==> src/rtl/psum_accum_ctrl.sv <==
// psum_accum_ctrl
//   Sequences the OFIFO -> SFP -> PSUM SRAM read-modify-write path. One start
//   command drains num_vec vectors from the OFIFO into consecutive PSUM SRAM
//   addresses starting at base_addr, in INIT (overwrite), ACCUM (accumulate)
//   or FINAL (accumulate + ReLU) mode.
//
// Ports
//   clk, reset        clock (posedge) and synchronous active-high reset
//   start             1-cycle command pulse, accepted only when idle
//   mode              0=INIT 1=ACCUM 2=FINAL 3=reserved (handled as ACCUM)
//   base_addr         first PSUM SRAM address
//   num_vec           number of vectors to move
//   ofifo_valid       OFIFO head valid
//   ofifo_rd          pop OFIFO head
//   pmem_cen          PSUM SRAM chip enable (active low)
//   pmem_ren/wen      PSUM SRAM read / write strobes (active high)
//   pmem_addr         PSUM SRAM address
//   sfp_acc           SFP add psum + ofifo
//   sfp_passthru      SFP pass ofifo data through
//   sfp_relu          SFP clamp negative results to 0
//   busy              command in flight
//   done              1-cycle completion pulse
module psum_accum_ctrl #(
    parameter int AW    = 11,
    parameter int CNT_W = 12
) (
    input  logic             clk,
    input  logic             reset,
    input  logic             start,
    input  logic [1:0]       mode,
    input  logic [AW-1:0]    base_addr,
    input  logic [CNT_W-1:0] num_vec,
    input  logic             ofifo_valid,
    output logic             ofifo_rd,
    output logic             pmem_cen,
    output logic             pmem_ren,
    output logic             pmem_wen,
    output logic [AW-1:0]    pmem_addr,
    output logic             sfp_acc,
    output logic             sfp_passthru,
    output logic             sfp_relu,
    output logic             busy,
    output logic             done
);

    typedef enum logic [2:0] {
        S_IDLE,
        S_WAIT,
        S_RD,
        S_WR,
        S_DONE
    } state_t;

    localparam logic [1:0] M_INIT  = 2'd0;
    localparam logic [1:0] M_ACCUM = 2'd1;
    localparam logic [1:0] M_FINAL = 2'd2;

    state_t           state_q, state_d;
    logic [1:0]       mode_q;
    logic [AW-1:0]    addr_q;
    logic [CNT_W-1:0] rem_q;

    // next-cycle values of the registered outputs
    logic             ofifo_rd_d, cen_d, ren_d, wen_d;
    logic [AW-1:0]    addr_d;
    logic             acc_d, pass_d, relu_d, busy_d, done_d;

    // Next state. Outputs are derived from the next state so that every
    // output can be registered and still line up with the state it belongs to.
    always_comb begin
        state_d = state_q;
        case (state_q)
            S_IDLE: if (start) state_d = (num_vec == '0) ? S_DONE : S_WAIT;
            S_WAIT: if (ofifo_valid) state_d = (mode_q == M_INIT) ? S_WR : S_RD;
            S_RD:   state_d = S_WR;
            S_WR:   state_d = (rem_q == CNT_W'(1)) ? S_DONE : S_WAIT;
            S_DONE: state_d = S_IDLE;
            default: state_d = S_IDLE;
        endcase
    end

    always_comb begin
        ofifo_rd_d = 1'b0;
        cen_d      = 1'b1;
        ren_d      = 1'b0;
        wen_d      = 1'b0;
        addr_d     = pmem_addr;   // address holds outside RD/WR
        acc_d      = 1'b0;
        pass_d     = 1'b0;
        relu_d     = 1'b0;
        busy_d     = 1'b0;
        done_d     = 1'b0;
        case (state_d)
            S_WAIT: busy_d = 1'b1;
            S_RD: begin
                busy_d = 1'b1;
                cen_d  = 1'b0;
                ren_d  = 1'b1;
                addr_d = addr_q;
            end
            S_WR: begin
                busy_d     = 1'b1;
                cen_d      = 1'b0;
                wen_d      = 1'b1;
                addr_d     = addr_q;
                ofifo_rd_d = 1'b1;
                case (mode_q)
                    M_INIT:  pass_d = 1'b1;
                    M_FINAL: begin
                        acc_d  = 1'b1;
                        relu_d = 1'b1;
                    end
                    default: acc_d = 1'b1;
                endcase
            end
            S_DONE: done_d = 1'b1;
            default: ;
        endcase
    end

    always_ff @(posedge clk) begin
        if (reset) begin
            state_q <= S_IDLE;
            mode_q  <= M_INIT;
            addr_q  <= '0;
            rem_q   <= '0;
        end else begin
            state_q <= state_d;
            if (state_q == S_IDLE && start) begin
                // reserved mode code folds into ACCUM at latch time
                mode_q <= (mode == 2'd3) ? M_ACCUM : mode;
                addr_q <= base_addr;
                rem_q  <= num_vec;
            end else if (state_q == S_WR) begin
                addr_q <= addr_q + AW'(1);   // wraps at the top of the SRAM
                rem_q  <= rem_q - CNT_W'(1);
            end
        end
    end

    always_ff @(posedge clk) begin
        if (reset) begin
            ofifo_rd     <= 1'b0;
            pmem_cen     <= 1'b1;
            pmem_ren     <= 1'b0;
            pmem_wen     <= 1'b0;
            pmem_addr    <= '0;
            sfp_acc      <= 1'b0;
            sfp_passthru <= 1'b0;
            sfp_relu     <= 1'b0;
            busy         <= 1'b0;
            done         <= 1'b0;
        end else begin
            ofifo_rd     <= ofifo_rd_d;
            pmem_cen     <= cen_d;
            pmem_ren     <= ren_d;
            pmem_wen     <= wen_d;
            pmem_addr    <= addr_d;
            sfp_acc      <= acc_d;
            sfp_passthru <= pass_d;
            sfp_relu     <= relu_d;
            busy         <= busy_d;
            done         <= done_d;
        end
    end

endmodule

==> config.mk <==
export PLATFORM = sky130hd
export DESIGN_NAME = psum_accum_ctrl
export DESIGN_NICKNAME = d
export VERILOG_FILES = /design/src/rtl/psum_accum_ctrl.sv
export SDC_FILE = /design/constraint.sdc
export NUM_CORES = 1
export LEC_CHECK = 0
export BUFFER_PORTS_ARGS = -buffer_cell sky130_fd_sc_hd__buf_2
export CAP_MARGIN = 20
export CORE_ASPECT_RATIO = 1.25
export CORE_MARGIN = 4
export CORE_UTILIZATION = 43
export DETAILED_ROUTE_END_ITERATION = 6
export PLACE_DENSITY = 0.66
export SETUP_SLACK_MARGIN = 0.2
export SYNTH_ARGS = -nofsm -noshare
export SYNTH_HDL_FRONTEND = slang
export SYNTH_SLANG_ARGS = --single-unit
==> constraint.sdc <==
create_clock -name clk -period 2.1 [get_ports clk]
set_input_delay 0.105 -clock clk [delete_from_list [all_inputs] [get_ports clk]]
set_output_delay 0.105 -clock clk [all_outputs]
set_load 0.1 [all_outputs]
## Yosys cells after proc, flatten, opt, wreduce, memory -nomap -nowiden

Index checks and enable logic that the tools add are counted.

- Input bits: 29
- Register bits: 47
- Output and inout port bits: 20
- Logic and storage cells: 53

- Reduce and logical (&&, ||, !) cells: 8
- Bitwise gates (word level): 1
- Eq/ne operators: 10
- $add $sub $neg: 2
- Muxes and demuxes: 19

Operator list:

| kind | count |
|---|---|
| two-way mux 12 bit | 2 |
| two-way mux 11 bit | 2 |
| == test 12 x 1 -> 1 bit, second input constant | 1 |
| == test 3 x 2 -> 1 bit, second input constant | 4 |
| logical NOT 12 bit | 1 |
| two-way mux 3 bit | 4 |
| case mux 3 bit (4 select lines) | 1 |
| subtractor 12 x 1 -> 12 bit, second input constant | 1 |
| adder 11 x 1 -> 11 bit, second input constant | 1 |
| two-way mux 1 bit | 9 |
| == test 3 x 1 -> 1 bit, second input constant | 2 |
| == test 2 bit, second input constant | 2 |
| OR reduction 2 bit | 2 |
| == test 3 bit, second input constant | 1 |
| logical NOT 3 bit | 1 |
| OR reduction 3 bit | 1 |
| logical NOT 2 bit | 1 |
| two-way mux 2 bit | 1 |
| nonzero test 2 bit | 1 |
| logical AND 1 bit | 1 |
| inverter 1 bit | 1 |

## Longest topological paths before layout

- Word-level depth: 7
- Depth in mapped cells: 7
- Mapped depth without buffers: 6

## Least setup slack after synthesis

Ideal clock, no wire load.

- Path kind: reg2reg
- Start point: register state_q[1]
- End point: register addr_q[8]
- Path slack: 0.537 ns
- Cell stages (with the launch flop): 6
- Buffers on the path: 2
- Period minus slack after synthesis: 1.563 ns
- Data required time: 1.967 ns
- Data arrival time: 1.431 ns
- Cell sequence: dfxtp_1 > buf_6 > or4b_2 > buf_2 > o211ai_1 > a31oi_1

- Word-level cells in the longest chain between the ends: 3

RTL lines:

| item | line | text |
|---|---|---|
| start, declared | 58 | `state_t state_q, state_d;` |
| start signal, assigned | 128 | `state_q <= state_d;` |
| logical NOT 3 bit | 129 | `if (state_q == S_IDLE && start) begin` |
| logical AND 1 bit | 129 |  |
| two-way mux 11 bit or nonzero test 2 bit (tied branches) | -- |  |
| end signal, assigned | 132 | `addr_q <= base_addr;` |
| end signal, assigned | 135 | `addr_q <= addr_q + AW'(1);` |
| end, declared | 60 | `logic [AW-1:0] addr_q;` |

Parallel ways exist; a longest one is shown, timed or not.
A chain may end at the register's enable or synchronous reset.

## Final worst setup path

- Start point: register rem_q[6]
- End point: register rem_q[11]

- Word-level cells in the longest chain between the ends: 3

RTL lines:

| item | line | text |
|---|---|---|
| start, declared | 61 | `logic [CNT_W-1:0] rem_q;` |
| start signal, assigned | 133 | `rem_q <= num_vec;` |
| start signal, assigned | 136 | `rem_q <= rem_q - CNT_W'(1);` |
| subtractor 12 x 1 -> 12 bit | 136 |  |
| two-way mux 12 bit | 134 | `end else if (state_q == S_WR) begin` |
| two-way mux 12 bit | 129 |  |

No other way between the ends. The select of a mux whose other input is x is not followed.

==> impl_metrics.yaml <==
synth:
  synth_xor_xnor_area_share_pct: 1.203
  syn_area_per_cell_sq_um: 8.845
  synth.mux.area_fraction_pct: 5.040
  synthArstFlopShare_pct: 0
  synth_nets: 279
  synth_seq_cells: 47
  yosys.area_share.simple_pct: 25.49
  ys_top_cells_by_area: "dfxtp_1 (43%), nor2_1 (5.7%), mux2i_1 (5.0%)"
  yosysSeqAreaShare_pct: 43.07
  yosysMostFrequentCell: "dfxtp_1"
  synth-edff-count: 0
  synthAdderAreaFrac_pct: 1.718
  synth_top_area_share_pct: 43.07
  synth_cell_type_count: 50
  synth_commonest_cells: "dfxtp_1 (47), nor2_1 (33), nand2_1 (16)"
  synthCells: 247
  synth_compound_area_share_pct: 18.38
  ys_warn_count: 0
  synth-main-ff-cell: "dfxtp_1"
  synth_top_family_by_area: "simple AND/OR/NAND/NOR gates"
  synth_top_cell_by_area: "dfxtp_1"
  syn-cell-area_sq_um: 2185
floorplan:
  pin_count: 49
  die_h_um: 87.69
  start_util_pct: 45.19
  die_w_um: 71.75
  die-area_sq_um: 6292
  rows: 28
  core_area_sq_um: 4835
critical_path:
  startpoint_type: "flip-flop"
  worstPathRequired_ps: 2340
  cp.arrival_ps: 2020
  end_kind: "flip-flop"
  r2r_cells: 4
  path_max_fanout: 5
  worstSetupPathType: "reg -> reg"
clocking:
  cts_buffer_depth: 2
  clock_latency_ps: 300
  htree_levels: 2
  cts_tree: "built"
  cts.sinks: 47
  post-cts-setup-buffer-count: 0
  path_clk_slew_ps: 90
  cts-buffers-inserted: 5
  ctsResizeCount: 0
  clockRootBuffer: "clkbuf_8"
  hold_buffers: 0
placed_design:
  hpwl_um: 3574
  port_buffers: 48
  gp_congestion: 0.8395
detailed_routing:
  drcViolationCount: 0
  num_vias: 1994
  firstDrtPassIters: 4
  drt-initial-drc-count: 133
  drt-total-wl_um: 5083
  final_antenna_net_count: 0
  wl_per_cell_um: 14.40
  viasPerCell: 5.649
layout:
  nets: 324
  drive_gt1_share_pct: 24.91
  area_growth_syn_to_layout_pct: 19.30
  num_antenna_cells: 0
sta:
  fmaxAchievable_mhz: 562.5
  worst_pin_slew_ps: 630.9
  layout_min_cycle_time_ps: 1778
  final-setup-viol-count: 0
  rsz0062_at_grt: "false"
  slew_headroom_pct: 57.56
  hold_viol: 0
  clock_skew_ps: 4.082
  drv_slew: 0
  fin_crit_sh_pct: 84.65
  tns_ps: 0
worst_hold_path:
  holdPathStages: 3
  hp-class: "in -> reg"
grt:
  antenna_found_initial: 0
  grt_max_degree: 40
  grt.overflow.total: 0
  grt_pass1_wl_um: 8625
  track_usage_pct: 17.04
  grt_pass1_vias: 1914
power_and_ir_drop:
  p_total_mw: 2.388
  p_per_area_nw_per_um2: 916.4
  vdd_drop_max_mv: 0.5543
  p_leak_nw: 1.040
job:
  max_cap_viol_count: 0
run_status:
  status: "complete, no violations"
-- critical path, cell delays in order (launching register included) --
cell      delay [ps]
dfxtp_1          350
nor4_1           590
nand4b_1         240
or3_1            370
a31oi_1          160
-- final timing paths --
kind / startpoint / to / slack, ps
min: base_addr[6] / addr_q[6]$_SDFFE_PP0P_ / 50
max reg2reg: rem_q[6]$_SDFFE_PP0P_ / rem_q[11]$_SDFFE_PP0P_ / 320
max: rem_q[6]$_SDFFE_PP0P_ / rem_q[11]$_SDFFE_PP0P_ / 320
min reg2reg: mode_q[0]$_SDFFE_PP0P_ / sfp_relu$_SDFF_PP0_ / 450
-- sequential cells by signal (all words and copies together) (netlist names), 2 cells and up --
signal     cells
addr_q        11
rem_q         12
pmem_addr     11
state_q        3
mode_q         2
-- routing by layer --
| layer | track usage (%) | vias to the layer above | share of wire [%] |
|---|---|---|---|
| met2 | 28.93 | 58 | 47 |
| met4 | 7.521 | 0 | 2.2 |
| met3 | 3.674 | 11 | 5.6 |
| li1 | - | 1003 | - |
| met1 | 20.68 | 922 | 46 |
| met5 | 0 | - | 0 |
-- cell type report --
| cell class | instances | area, sq um |
|---|---|---|
| repair buffers | 56 | 300.3 |
| clock inverters | 3 | 67.56 |
| well taps | 60 | 75.07 |
| flip-flops and latches | 47 | 940.9 |
| multi-input cells | 178 | 1139 |
| fillers | 464 | 2228 |
| inverters | 4 | 15.01 |
| clock buffers | 5 | 68.82 |
-- where the power goes --
part | leakage [nW] | switching [mW] | total, mW | internal (mW)
combinational | 0.592 | 0.371 | 0.556 | 0.185
clock | 0.0644 | 0.318 | 0.793 | 0.475
sequential | 0.384 | 0.0777 | 1.04 | 0.962
total | 1.04 | 0.767 | 2.39 | 1.62
-- cells by family (layout without fill, tap and decap cells) --
| group | after synthesis | after routing |
|---|---|---|
| and+or+nand+nor | 99 | 99 |
| adders and majority gates | 3 | 3 |
| AOI/OAI and AO/OA | 62 | 62 |
| muxes | 11 | 11 |
| buffers and inverters | 22 | 68 |
| xor gates and xnor gates | 3 | 3 |
| DFF | 47 | 47 |
-- cells in the final DEF (no fill, tap or decap), types with 2 or more instances in the layout --
cell type  instances
ha_1               3
nand4_1            4
a221oi_1           3
a31oi_1           13
a2bb2oi_1          3
a21oi_1           15
nor3_1             3
nand2_1           16
bufinv_16          2
a32oi_1            3
or3_1              5
nand3b_1           2
nor3b_1            3
clkbuf_8           5
o211ai_1           3
inv_1              4
nor4_1             4
nor2_1            33
mux2i_1           11
buf_2             48
a211oi_1           2
xor2_1             2
nand3_1            7
and4_1             2
nand4b_1           5
buf_4              8
o21ai_0           11
dfxtp_1           47
a22oi_1            3
-- per-stage QoR --
stage / instances / setup slack [ps] / area [sq um] / hold WS, ps / util [%]
6_report: 353 / 322.4 / 2606 / 47.86 / 53.91
5_1_grt: 353 / 226.3 / 2606 / 45.42 / 53.91
4_1_cts: 353 / 278.1 / 2600 / 47.42 / 53.78
3_5_place_dp: 345 / 307.0 / 2464 / 373.0 / 50.96
3_3_place_gp: 345 / 324.3 / 2464 / 365.7 / 50.96
2_1_floorplan: 247 / 536.8 / 2185 / 241.0 / -
(Power assumes the default switching activity.)
